File: src/rtl/ldd_sched_pkg.sv
// Shared types and widths for the ldd activity sequencer.
// The decoder has 9 inputs and 19 outputs; a 19-bit Hamming distance fits in 5 bits.
package ldd_sched_pkg;
    localparam int LDD_IN_W  = 9;
    localparam int LDD_OUT_W = 19;
    localparam int HD_W      = 5;

    typedef enum logic [1:0] {
        IDLE,
        SETTLE,
        SAMPLE,
        REPORT
    } state_t;
endpackage

File: src/rtl/ldd_activity_sched_if.sv
// Vector request channel and window result channel of the activity sequencer.
// The master drives vectors in and takes results out; the slave is the sequencer.
interface ldd_activity_sched_if #(
    parameter int CNT_W = 16
);
    import ldd_sched_pkg::*;

    logic                vec_valid;
    logic                vec_ready;
    logic [LDD_IN_W-1:0] vec_data;
    logic                res_valid;
    logic                res_ready;
    logic [CNT_W-1:0]    res_toggles;
    logic [HD_W-1:0]     res_max;

    modport master (
        output vec_valid, vec_data, res_ready,
        input  vec_ready, res_valid, res_toggles, res_max
    );

    modport slave (
        input  vec_valid, vec_data, res_ready,
        output vec_ready, res_valid, res_toggles, res_max
    );
endinterface

File: src/rtl/ldd_popcount19.sv
// Population count of a 19-bit word; used as the Hamming distance of two samples.
module ldd_popcount19
    import ldd_sched_pkg::*;
(
    input  logic [LDD_OUT_W-1:0] din,
    output logic [HD_W-1:0]      cnt
);
    always_comb begin
        cnt = '0;
        for (int i = 0; i < LDD_OUT_W; i++) begin
            cnt = cnt + HD_W'(din[i]);
        end
    end
endmodule

File: src/rtl/ldd_activity_sched.sv
// Drives vectors onto the ldd decoder, samples its outputs after a settle time and
// reports saturating output-toggle totals and the peak per-vector distance per window.
module ldd_activity_sched
    import ldd_sched_pkg::*;
#(
    parameter int SETTLE_CYC = 1,
    parameter int WIN        = 16,
    parameter int CNT_W      = 16
) (
    input  logic                 clk,
    input  logic                 rst_n,
    input  logic                 clr,
    ldd_activity_sched_if.slave  bus,
    output logic [LDD_IN_W-1:0]  ldd_in,
    input  logic [LDD_OUT_W-1:0] ldd_out
);
    localparam int SCNT_W = (SETTLE_CYC > 1) ? $clog2(SETTLE_CYC) : 1;
    localparam int VCNT_W = $clog2(WIN + 1);

    state_t               state;
    logic [SCNT_W-1:0]    scnt;
    logic [VCNT_W-1:0]    vcnt;
    logic [LDD_OUT_W-1:0] prev_out;
    logic                 first;
    logic [CNT_W-1:0]     acc;
    logic [HD_W-1:0]      max_hd;
    logic                 res_valid;
    logic [HD_W-1:0]      hd_raw;
    logic [HD_W-1:0]      hd;
    logic [CNT_W:0]       sum;
    logic [CNT_W-1:0]     acc_nxt;

    ldd_popcount19 u_pop (
        .din (ldd_out ^ prev_out),
        .cnt (hd_raw)
    );

    // The very first sample after reset/clear has no valid predecessor.
    always_comb begin
        hd      = first ? '0 : hd_raw;
        sum     = {1'b0, acc} + (CNT_W+1)'(hd);
        acc_nxt = sum[CNT_W] ? '1 : sum[CNT_W-1:0];
    end

    assign bus.vec_ready   = (state == IDLE) && !clr;
    assign bus.res_valid   = res_valid;
    assign bus.res_toggles = acc;
    assign bus.res_max     = max_hd;

    always_ff @(posedge clk or negedge rst_n) begin
        if (!rst_n) begin
            state     <= IDLE;
            scnt      <= '0;
            vcnt      <= '0;
            prev_out  <= '0;
            first     <= 1'b1;
            acc       <= '0;
            max_hd    <= '0;
            res_valid <= 1'b0;
            ldd_in    <= '0;
        end else if (clr) begin
            // prev_out is kept; first masks it for the next sample anyway.
            state     <= IDLE;
            vcnt      <= '0;
            first     <= 1'b1;
            acc       <= '0;
            max_hd    <= '0;
            res_valid <= 1'b0;
            ldd_in    <= '0;
        end else begin
            case (state)
                IDLE: begin
                    if (bus.vec_valid) begin
                        ldd_in <= bus.vec_data;
                        scnt   <= SCNT_W'(SETTLE_CYC - 1);
                        state  <= SETTLE;
                    end
                end
                SETTLE: begin
                    if (scnt == '0) state <= SAMPLE;
                    else            scnt  <= scnt - 1'b1;
                end
                SAMPLE: begin
                    acc      <= acc_nxt;
                    max_hd   <= (hd > max_hd) ? hd : max_hd;
                    prev_out <= ldd_out;
                    first    <= 1'b0;
                    vcnt     <= vcnt + 1'b1;
                    if (vcnt == VCNT_W'(WIN - 1)) begin
                        state     <= REPORT;
                        res_valid <= 1'b1;
                    end else begin
                        state <= IDLE;
                    end
                end
                REPORT: begin
                    if (bus.res_ready) begin
                        acc       <= '0;
                        max_hd    <= '0;
                        vcnt      <= '0;
                        res_valid <= 1'b0;
                        state     <= IDLE;
                    end
                end
                default: state <= IDLE;
            endcase
        end
    end
endmodule

File: src/flat_wrapper.sv
// flat-port wrapper written by rule: the top's interface ports become plain ports
module ldd_activity_sched_flat import ldd_sched_pkg::*;
#(
    parameter int SETTLE_CYC = 1,
    parameter int WIN        = 16,
    parameter int CNT_W      = 16
)
  (clk, rst_n, clr, ldd_in, ldd_out, bus_vec_valid, bus_vec_data, bus_res_ready, bus_vec_ready, bus_res_valid, bus_res_toggles, bus_res_max);
  ldd_activity_sched_if #(.CNT_W(CNT_W)) bus_i ();
  input  logic clk;
  input  logic rst_n;
  input  logic clr;
  output logic [LDD_IN_W-1:0] ldd_in;
  input  logic [LDD_OUT_W-1:0] ldd_out;
  input wire logic [$bits(bus_i.vec_valid)-1:0] bus_vec_valid;
  input wire logic [$bits(bus_i.vec_data)-1:0] bus_vec_data;
  input wire logic [$bits(bus_i.res_ready)-1:0] bus_res_ready;
  output wire logic [$bits(bus_i.vec_ready)-1:0] bus_vec_ready;
  output wire logic [$bits(bus_i.res_valid)-1:0] bus_res_valid;
  output wire logic [$bits(bus_i.res_toggles)-1:0] bus_res_toggles;
  output wire logic [$bits(bus_i.res_max)-1:0] bus_res_max;
  assign bus_i.vec_valid = bus_vec_valid;
  assign bus_i.vec_data = bus_vec_data;
  assign bus_i.res_ready = bus_res_ready;
  assign bus_vec_ready = bus_i.vec_ready;
  assign bus_res_valid = bus_i.res_valid;
  assign bus_res_toggles = bus_i.res_toggles;
  assign bus_res_max = bus_i.res_max;
  ldd_activity_sched #(.SETTLE_CYC(SETTLE_CYC), .WIN(WIN), .CNT_W(CNT_W)) u_core (.clk(clk), .rst_n(rst_n), .clr(clr), .bus(bus_i), .ldd_in(ldd_in), .ldd_out(ldd_out));
endmodule
File: config.mk
export PLATFORM = sky130hd
export DESIGN_NAME = ldd_activity_sched_flat
export DESIGN_NICKNAME = d
export VERILOG_FILES = /design/src/rtl/ldd_sched_pkg.sv /design/src/rtl/ldd_activity_sched_if.sv /design/src/rtl/ldd_popcount19.sv /design/src/rtl/ldd_activity_sched.sv /design/src/flat_wrapper.sv
export SDC_FILE = /design/constraint.sdc
export NUM_CORES = 1
export LEC_CHECK = 0
export BUFFER_PORTS_ARGS = -buffer_cell sky130_fd_sc_hd__buf_2
export CAP_MARGIN = 30
export CORE_AREA = 10 10 82 138
export CTS_CLUSTER_DIAMETER = 40
export DETAILED_ROUTE_END_ITERATION = 8
export DIE_AREA = 0 0 92 148
export PLACE_DENSITY = 0.68
export SLEW_MARGIN = 20
export SYNTH_ARGS = -nofsm -noshare
export SYNTH_HDL_FRONTEND = slang
export SYNTH_HIERARCHICAL = 1
export SYNTH_SLANG_ARGS = --single-unit
File: constraint.sdc
create_clock -name clk -period 11.25 [get_ports clk]
set_clock_uncertainty 0.1 [all_clocks]
set_input_delay 1.6875 -clock clk [delete_from_list [all_inputs] [get_ports clk]]
set_output_delay 1.6875 -clock clk [all_outputs]
set_load 0.1 [all_outputs]
==> results.py, run 1 <==
metrics = {
    "finish": {
        "register_area_um2": 1450,
        "drive_above_1_share": 0.195,
        "areaGrowthSynthToFinish_pct": 19.9,
        "finalInstanceArea_um2": 4440,
        "fin_util": 0.494,
        "final_common_cell": "nand2_1",
        "multi_input_area_um2": 2050,
        "nets": 543,
        "most-common-layout-cells": "nand2_1 (93), buf_2 (64), dfrtp_1 (57)",
        "fin_cells": 608,
        "nFillCells": 905,
    },
    "synthesis": {
        "yosys_warnings": 6,
        "netlist_instances": 420,
        "synthesis.nets": 481,
        "avgSynthCellArea_um2": 8.81,
        "ys_ff_latch": 58,
        "ys.flop_type": "dfrtp_1",
        "ys_seq_area_frac": 0.392,
        "synthDistinctLibCells": 54,
        "syn_area_um2": 3700,
        "synth_enable_flop_cells": 0,
        "synthArstFlopShare": 1.00,
    },
    "floorplan": {
        "core_um2": 8980,
        "die_w_um": 92,
        "core.rowCount": 46,
        "dieHeight_um": 148,
        "die_area_um2": 13600,
        "start_util": 0.412,
        "io_pins": 65,
    },
    "global_route": {
        "grt_max_degree": 59,
        "grt_pass1_vias": 3141,
        "antenna_found_initial": 1,
        "track_usage": 0.137,
        "grt-ovfl-total": 0,
        "grt_pass1_wl_um": 15000,
    },
    "sta": {
        "hold_ws_ns": 0.391,
        "worstMarginPinSlew_ns": 0.736,
        "period_share": 0.662,
        "max_clock_freq_mhz": 134,
        "finalSetupTns_ns": 0,
        "setup_violations": 0,
        "hold_viol": 0,
        "fin_ws_ns": 3.80,
        "period_needed_ns": 7.45,
        "slew_viol_final": 0,
        "grt_setup_unrepaired": "false",
        "timing.slew.headroom": 0.507,
    },
    "pwr": {
        "leakagePower_nw": 2.27,
        "fin_total_pwr_mw": 1.69,
        "power_density_nw_per_um2": 382,
        "ir_worst_vdd_mv": 0.372,
    },
    "drt": {
        "postRouteAntennaNets": 0,
        "viasPerCell": 5.16,
        "finalWirelength_um": 9160,
        "drtIter0Drc": 169,
        "drt-pass1-iter-count": 4,
        "num_vias": 3140,
        "drc_errors": 0,
        "post_drt_wl_per_cell_um": 15.1,
    },
    "placed_design": {
        "pre_cts_slack_ns": 3.53,
        "dp.cells": 590,
        "gp_congestion": 0.845,
        "placed_area_um2": 4120,
        "dp_hpwl_um": 6800,
        "port_buffers": 64,
    },
    "setup_path": {
        "cp.arrival_ns": 7.54,
        "critPathCaptureType": "flop",
        "cp_data_required_time_ns": 11.34,
        "startpoint_type": "input port",
        "critPathMaxFanout": 8,
        "path_class": "in2reg",
    },
    "clock_tree": {
        "postCtsHoldBufs": 0,
        "postCtsSetupBuffers": 0,
        "htree_levels": 3,
        "insertion_delay_ns": 0.33,
        "cts_made_buffers": 9,
        "clk_pin_slew_ns": 0.05,
        "clockBufferDepth": 2,
        "cts_tree": "built",
        "cts_sinks": 58,
        "post_cts_resized": 0,
        "cts_root_buf": "clkbuf_16",
    },
    "run_status": {
        "status": "finished, final reports clean",
    },
    "hold_path": {
        "hold_path_class": "reg2reg",
    },
    "flow_run": {
        "cap_viol_max_count": 0,
    },
}
synth_stat cells (all sizes together), types with 2 or more instances:
master	number	area [um^2]
a221o	4	40.0
o211ai	4	30.0
o31ai	2	20.0
a2111oi	2	23.8
nor3b	2	15.0
or4	4	30.0
nand3	10	50.1
nor3	4	25.0
o311ai	2	17.5
and2	3	18.8
dfrtp	57	1430
ha	15	188
a21o	2	15.0
a31oi	4	40.0
a22o	5	43.8
o21ai	16	80.1
inv	35	131
a21oi	32	160
nand2	93	349
o22ai	2	12.5
nand4	5	37.5
clkbuf	12	45.0
nor2	26	97.6
nand2b	11	68.8
and3	2	12.5
fa	13	260
nor2b	5	41.3
buf	5	25.0
nand3b	3	22.5
xor2	23	201
a31o	2	17.5
path summary, 6_finish.rpt:
check                      cells after the start                          to                from  slack, ns
max in group asynchronous                      2         u_core/prev_out[16]               rst_n       9.15
hold reg to reg                                2          u_core/prev_out[5]  u_core/prev_out[5]       0.39
setup / recovery                              20  u_core/bus.res_toggles[15]          ldd_out[0]       3.80
hold / removal                                 2          u_core/prev_out[5]  u_core/prev_out[5]       0.39
setup reg to reg                              19  u_core/bus.res_toggles[15]  u_core/prev_out[0]       4.86
min in group asynchronous                      2   u_core/bus.res_toggles[7]               rst_n       1.41
registers in the layout, indices dropped and copies added, names as in the netlist:
register                flops
u_core/state                2
u_core/prev_out            19
u_core/vcnt                 5
u_core/ldd_in               9
u_core/bus.res_valid        1
u_core/first                1
u_core/bus.res_max          5
u_core/bus.res_toggles     16
where the power goes:
part	total (mW)	switching, mW	internal [mW]
sequential	0.248	0.0171	0.231
combinational	1.17	0.675	0.496
clock	0.275	0.0927	0.182
total	1.69	0.785	0.909
layout make-up:
class | count | share of cell area
multi-input cells | 310 | 0.461
clock buffers | 11 | 0.0569
inverters | 35 | 0.0296
clock inverters | 5 | 0.0118
flip-flops and latches | 58 | 0.327
diodes | 1 | 0.000564
repair buffers | 68 | 0.0789
well taps | 120 | 0.0338
kinds of logic after synthesis:
family                     Yosys count  share of synthesized area
AOI/OAI and AO/OA                   86                      0.155
xor gates and xnor gates            24                     0.0568
adders and majority gates           29                      0.124
buffers and inverters               52                     0.0544
DFF                                 58                      0.392
and+or+nand+nor                    171                      0.217
layer usage:
metal / global-route usage / vias to the layer above / share of wire
li1: - / 1540 / -
met1: 0.134 / 1495 / 0.37
met2: 0.245 / 84 / 0.54
met3: 0.0390 / 21 / 0.051
met4: 0.0837 / 0 / 0.034
met5: 0 / - / 0
worst max-delay path: stages:
cell and delay, ns:
buf_2 0.09, xor2_1 0.14, inv_1 0.07, fa_1 0.58, fa_1 0.45, fa_1 0.53, fa_1 0.42, fa_1 0.46
fa_1 0.38, inv_1 0.08, fa_1 0.48, nor2b_2 0.22, xor2_1 0.15, ha_1 0.24, a21boi_0 0.26, a2111oi_2 0.08
o31ai_2 0.66, nor2_1 0.15, o41ai_1 0.29, a21oi_1 0.11
No activity file was read; power rests on OpenSTA's default activity.
==> inputs of run 2 (changes only) <==
==> constraint.sdc (replaced) <==
create_clock -name clk -period 7.69 [get_ports clk]
set_clock_uncertainty 0.1 [all_clocks]
set_input_delay 1.1535 -clock clk [delete_from_list [all_inputs] [get_ports clk]]
set_output_delay 1.1535 -clock clk [all_outputs]
set_load 0.1 [all_outputs]
==> run 2 against run 1 <==
Against the previous run:
- global-route usage increased by 0.32 points
- flip-flop and latch count unchanged
- worst hold slack improved by 0.0016 ns
- sequential power increased by 46%
- largest cell class unchanged
- setup slack got worse by 3.0 ns
- via count decreased by 0.86%
- critical path depth unchanged
- final cell count decreased by 0.16%
- critical path type unchanged
- core utilization increased by 0.42 points
==> results.py, run 2 (same netlist as run 1, synthesis figures left out) <==
metrics = {
    "placed_design": {
        "dp_hpwl_um": 6800,
        "gp_congestion": 0.844,
        "pre_cts_slack_ns": 0.499,
        "placed_area_um2": 4120,
        "port_buffers": 64,
    },
    "floorplan": {
        "core.rowCount": 46,
        "dieHeight_um": 148,
        "die_w_um": 92,
        "die_area_um2": 13600,
        "core_um2": 8980,
        "io_pins": 65,
        "start_util": 0.412,
    },
    "setup_path": {
        "crit_cells": 20,
        "cpMostUsedCell": "fa_1",
        "path_class": "in2reg",
        "cp.arrival_ns": 7.00,
        "critPathMaxStageDelay_ns": 0.65,
        "critPathCaptureType": "flop",
        "slowest_stage": "o31ai_2",
        "startpoint_type": "input port",
        "critPathTopFamily": "adder cells",
        "reg2reg_depth": 19,
        "path_buf_inv": 3,
        "cp_data_required_time_ns": 7.78,
        "critPathMaxFanout": 8,
        "crit_chain": "buf_2, xor2_1, inv_1, fa_1, fa_1, fa_1, fa_1, fa_1, fa_1, inv_1, fa_1, nor2b_2, xor2_1, ha_1, a21boi_0, a2111oi_2, o31ai_2, nor2_1, o41ai_1, a21oi_1",
    },
    "clock_tree": {
        "cts_made_buffers": 9,
        "insertion_delay_ns": 0.33,
        "postCtsHoldBufs": 0,
        "clockBufferDepth": 2,
        "clk_pin_slew_ns": 0.05,
        "cts_tree": "built",
        "cts_root_buf": "clkbuf_16",
        "postCtsSetupBuffers": 0,
        "cts_sinks": 58,
        "post_cts_resized": 0,
        "htree_levels": 3,
    },
    "global_route": {
        "grt_max_degree": 59,
        "track_usage": 0.140,
        "grt_pass1_vias": 3165,
        "grt-ovfl-total": 0,
        "antenna_found_initial": 0,
        "grt_pass1_wl_um": 15300,
    },
    "sta": {
        "timing.slew.headroom": 0.512,
        "hold_ws_ns": 0.392,
        "worstMarginPinSlew_ns": 0.727,
        "hold_viol": 0,
        "period_needed_ns": 6.91,
        "finalSetupTns_ns": 0,
        "setup_violations": 0,
        "max_clock_freq_mhz": 145,
        "slew_viol_final": 0,
        "period_share": 0.898,
        "fin_ws_ns": 0.784,
        "grt_setup_unrepaired": "false",
    },
    "drt": {
        "postRouteAntennaNets": 0,
        "viasPerCell": 5.13,
        "finalWirelength_um": 9280,
        "post_drt_wl_per_cell_um": 15.3,
        "num_vias": 3113,
        "drc_errors": 0,
        "drt-pass1-iter-count": 5,
        "drtIter0Drc": 193,
    },
    "pwr": {
        "ir_worst_vdd_mv": 0.466,
        "power_density_nw_per_um2": 565,
        "leakagePower_nw": 2.28,
    },
    "finish": {
        "largest-register": "u_core/prev_out",
        "areaGrowthSynthToFinish_pct": 21.0,
        "diodes": 0,
        "nFillCells": 889,
        "most-common-layout-cells": "nand2_1 (93), buf_2 (64), dfrtp_1 (57)",
        "nets": 543,
        "register_area_um2": 1450,
        "final_common_cell": "nand2_1",
        "finalInstanceArea_um2": 4480,
        "drive_above_1_share": 0.191,
        "largest_register_ffs": 19,
        "multi_input_area_um2": 2050,
    },
    "flow_run": {
        "cap_viol_max_count": 0,
    },
    "hold_path": {
        "hold_path_class": "reg2reg",
        "min_path_cells": 2,
    },
    "run_status": {
        "status": "finished, final reports clean",
    },
}
-- run 2: changes by cell type in the layout (fill, tap and decap cells not counted) --
cell / before / now
clkinvlp_4: 1 / 0
clkbuf_8: 2 / 1
diode_2: 1 / 0
bufinv_16: 1 / 3
clkinv_4: 0 / 1
clkinv_2: 3 / 0
clkbuf_1: 0 / 2
-- run 2: worst paths after layout --
path / start / end / slack (ns)
max: ldd_out[0] / u_core/bus.res_toggles[15] / 0.78
min: u_core/prev_out[5] / u_core/prev_out[5] / 0.39
max reg2reg: u_core/prev_out[0] / u_core/bus.res_toggles[15] / 1.31
min reg2reg: u_core/prev_out[5] / u_core/prev_out[5] / 0.39
max in group asynchronous: rst_n / u_core/prev_out[11] / 6.13
min in group asynchronous: rst_n / u_core/bus.res_toggles[7] / 0.87
-- run 2: layout make-up --
| type | instances | area share |
|---|---|---|
| Tap cell | 120 | 0.0335 |
| Inverter | 35 | 0.0293 |
| Multi-Input combinational cell | 310 | 0.457 |
| Sequential cell | 58 | 0.324 |
| Clock buffer | 12 | 0.0551 |
| Timing Repair Buffer | 68 | 0.0783 |
| Clock inverter | 4 | 0.0221 |
-- run 2: power by group --
part           switching, mW  internal [mW]  leakage, nW
clock network          0.138          0.326        0.167
registers             0.0248          0.338        0.775
logic                  0.985          0.718         1.34
total                   1.15           1.38         2.28
-- run 2: layer usage --
metal	vias up	track usage	share of wire
li1	1540	-	-
met4	0	0.0752	0.029
met5	-	0	0
met2	74	0.252	0.55
met3	19	0.0411	0.048
met1	1480	0.140	0.37
-- run 2: worst register-to-register path, cell delays in order (launching register included) --
cell and delay [ns]:
dfrtp_1 0.38, xor2_1 0.15, inv_1 0.07, fa_1 0.57, fa_1 0.44, fa_1 0.53
fa_1 0.42, fa_1 0.46, fa_1 0.38, inv_1 0.09, fa_1 0.48, nor2b_2 0.22
xor2_1 0.16, ha_1 0.24, a21boi_0 0.24, a2111oi_2 0.08, o31ai_2 0.65, nor2_1 0.15
o41ai_1 0.30, a21oi_1 0.12
-- run 2: through the flow --
stage | std cells | util | power [mW]
after floorplan | 420 | - | 1.72
after global placement | 590 | 0.459 | 1.95
after detailed placement | 590 | 0.459 | 2.05
after CTS | 606 | 0.498 | 2.55
after global routing | 607 | 0.499 | 2.73
final | 607 | 0.499 | 2.53
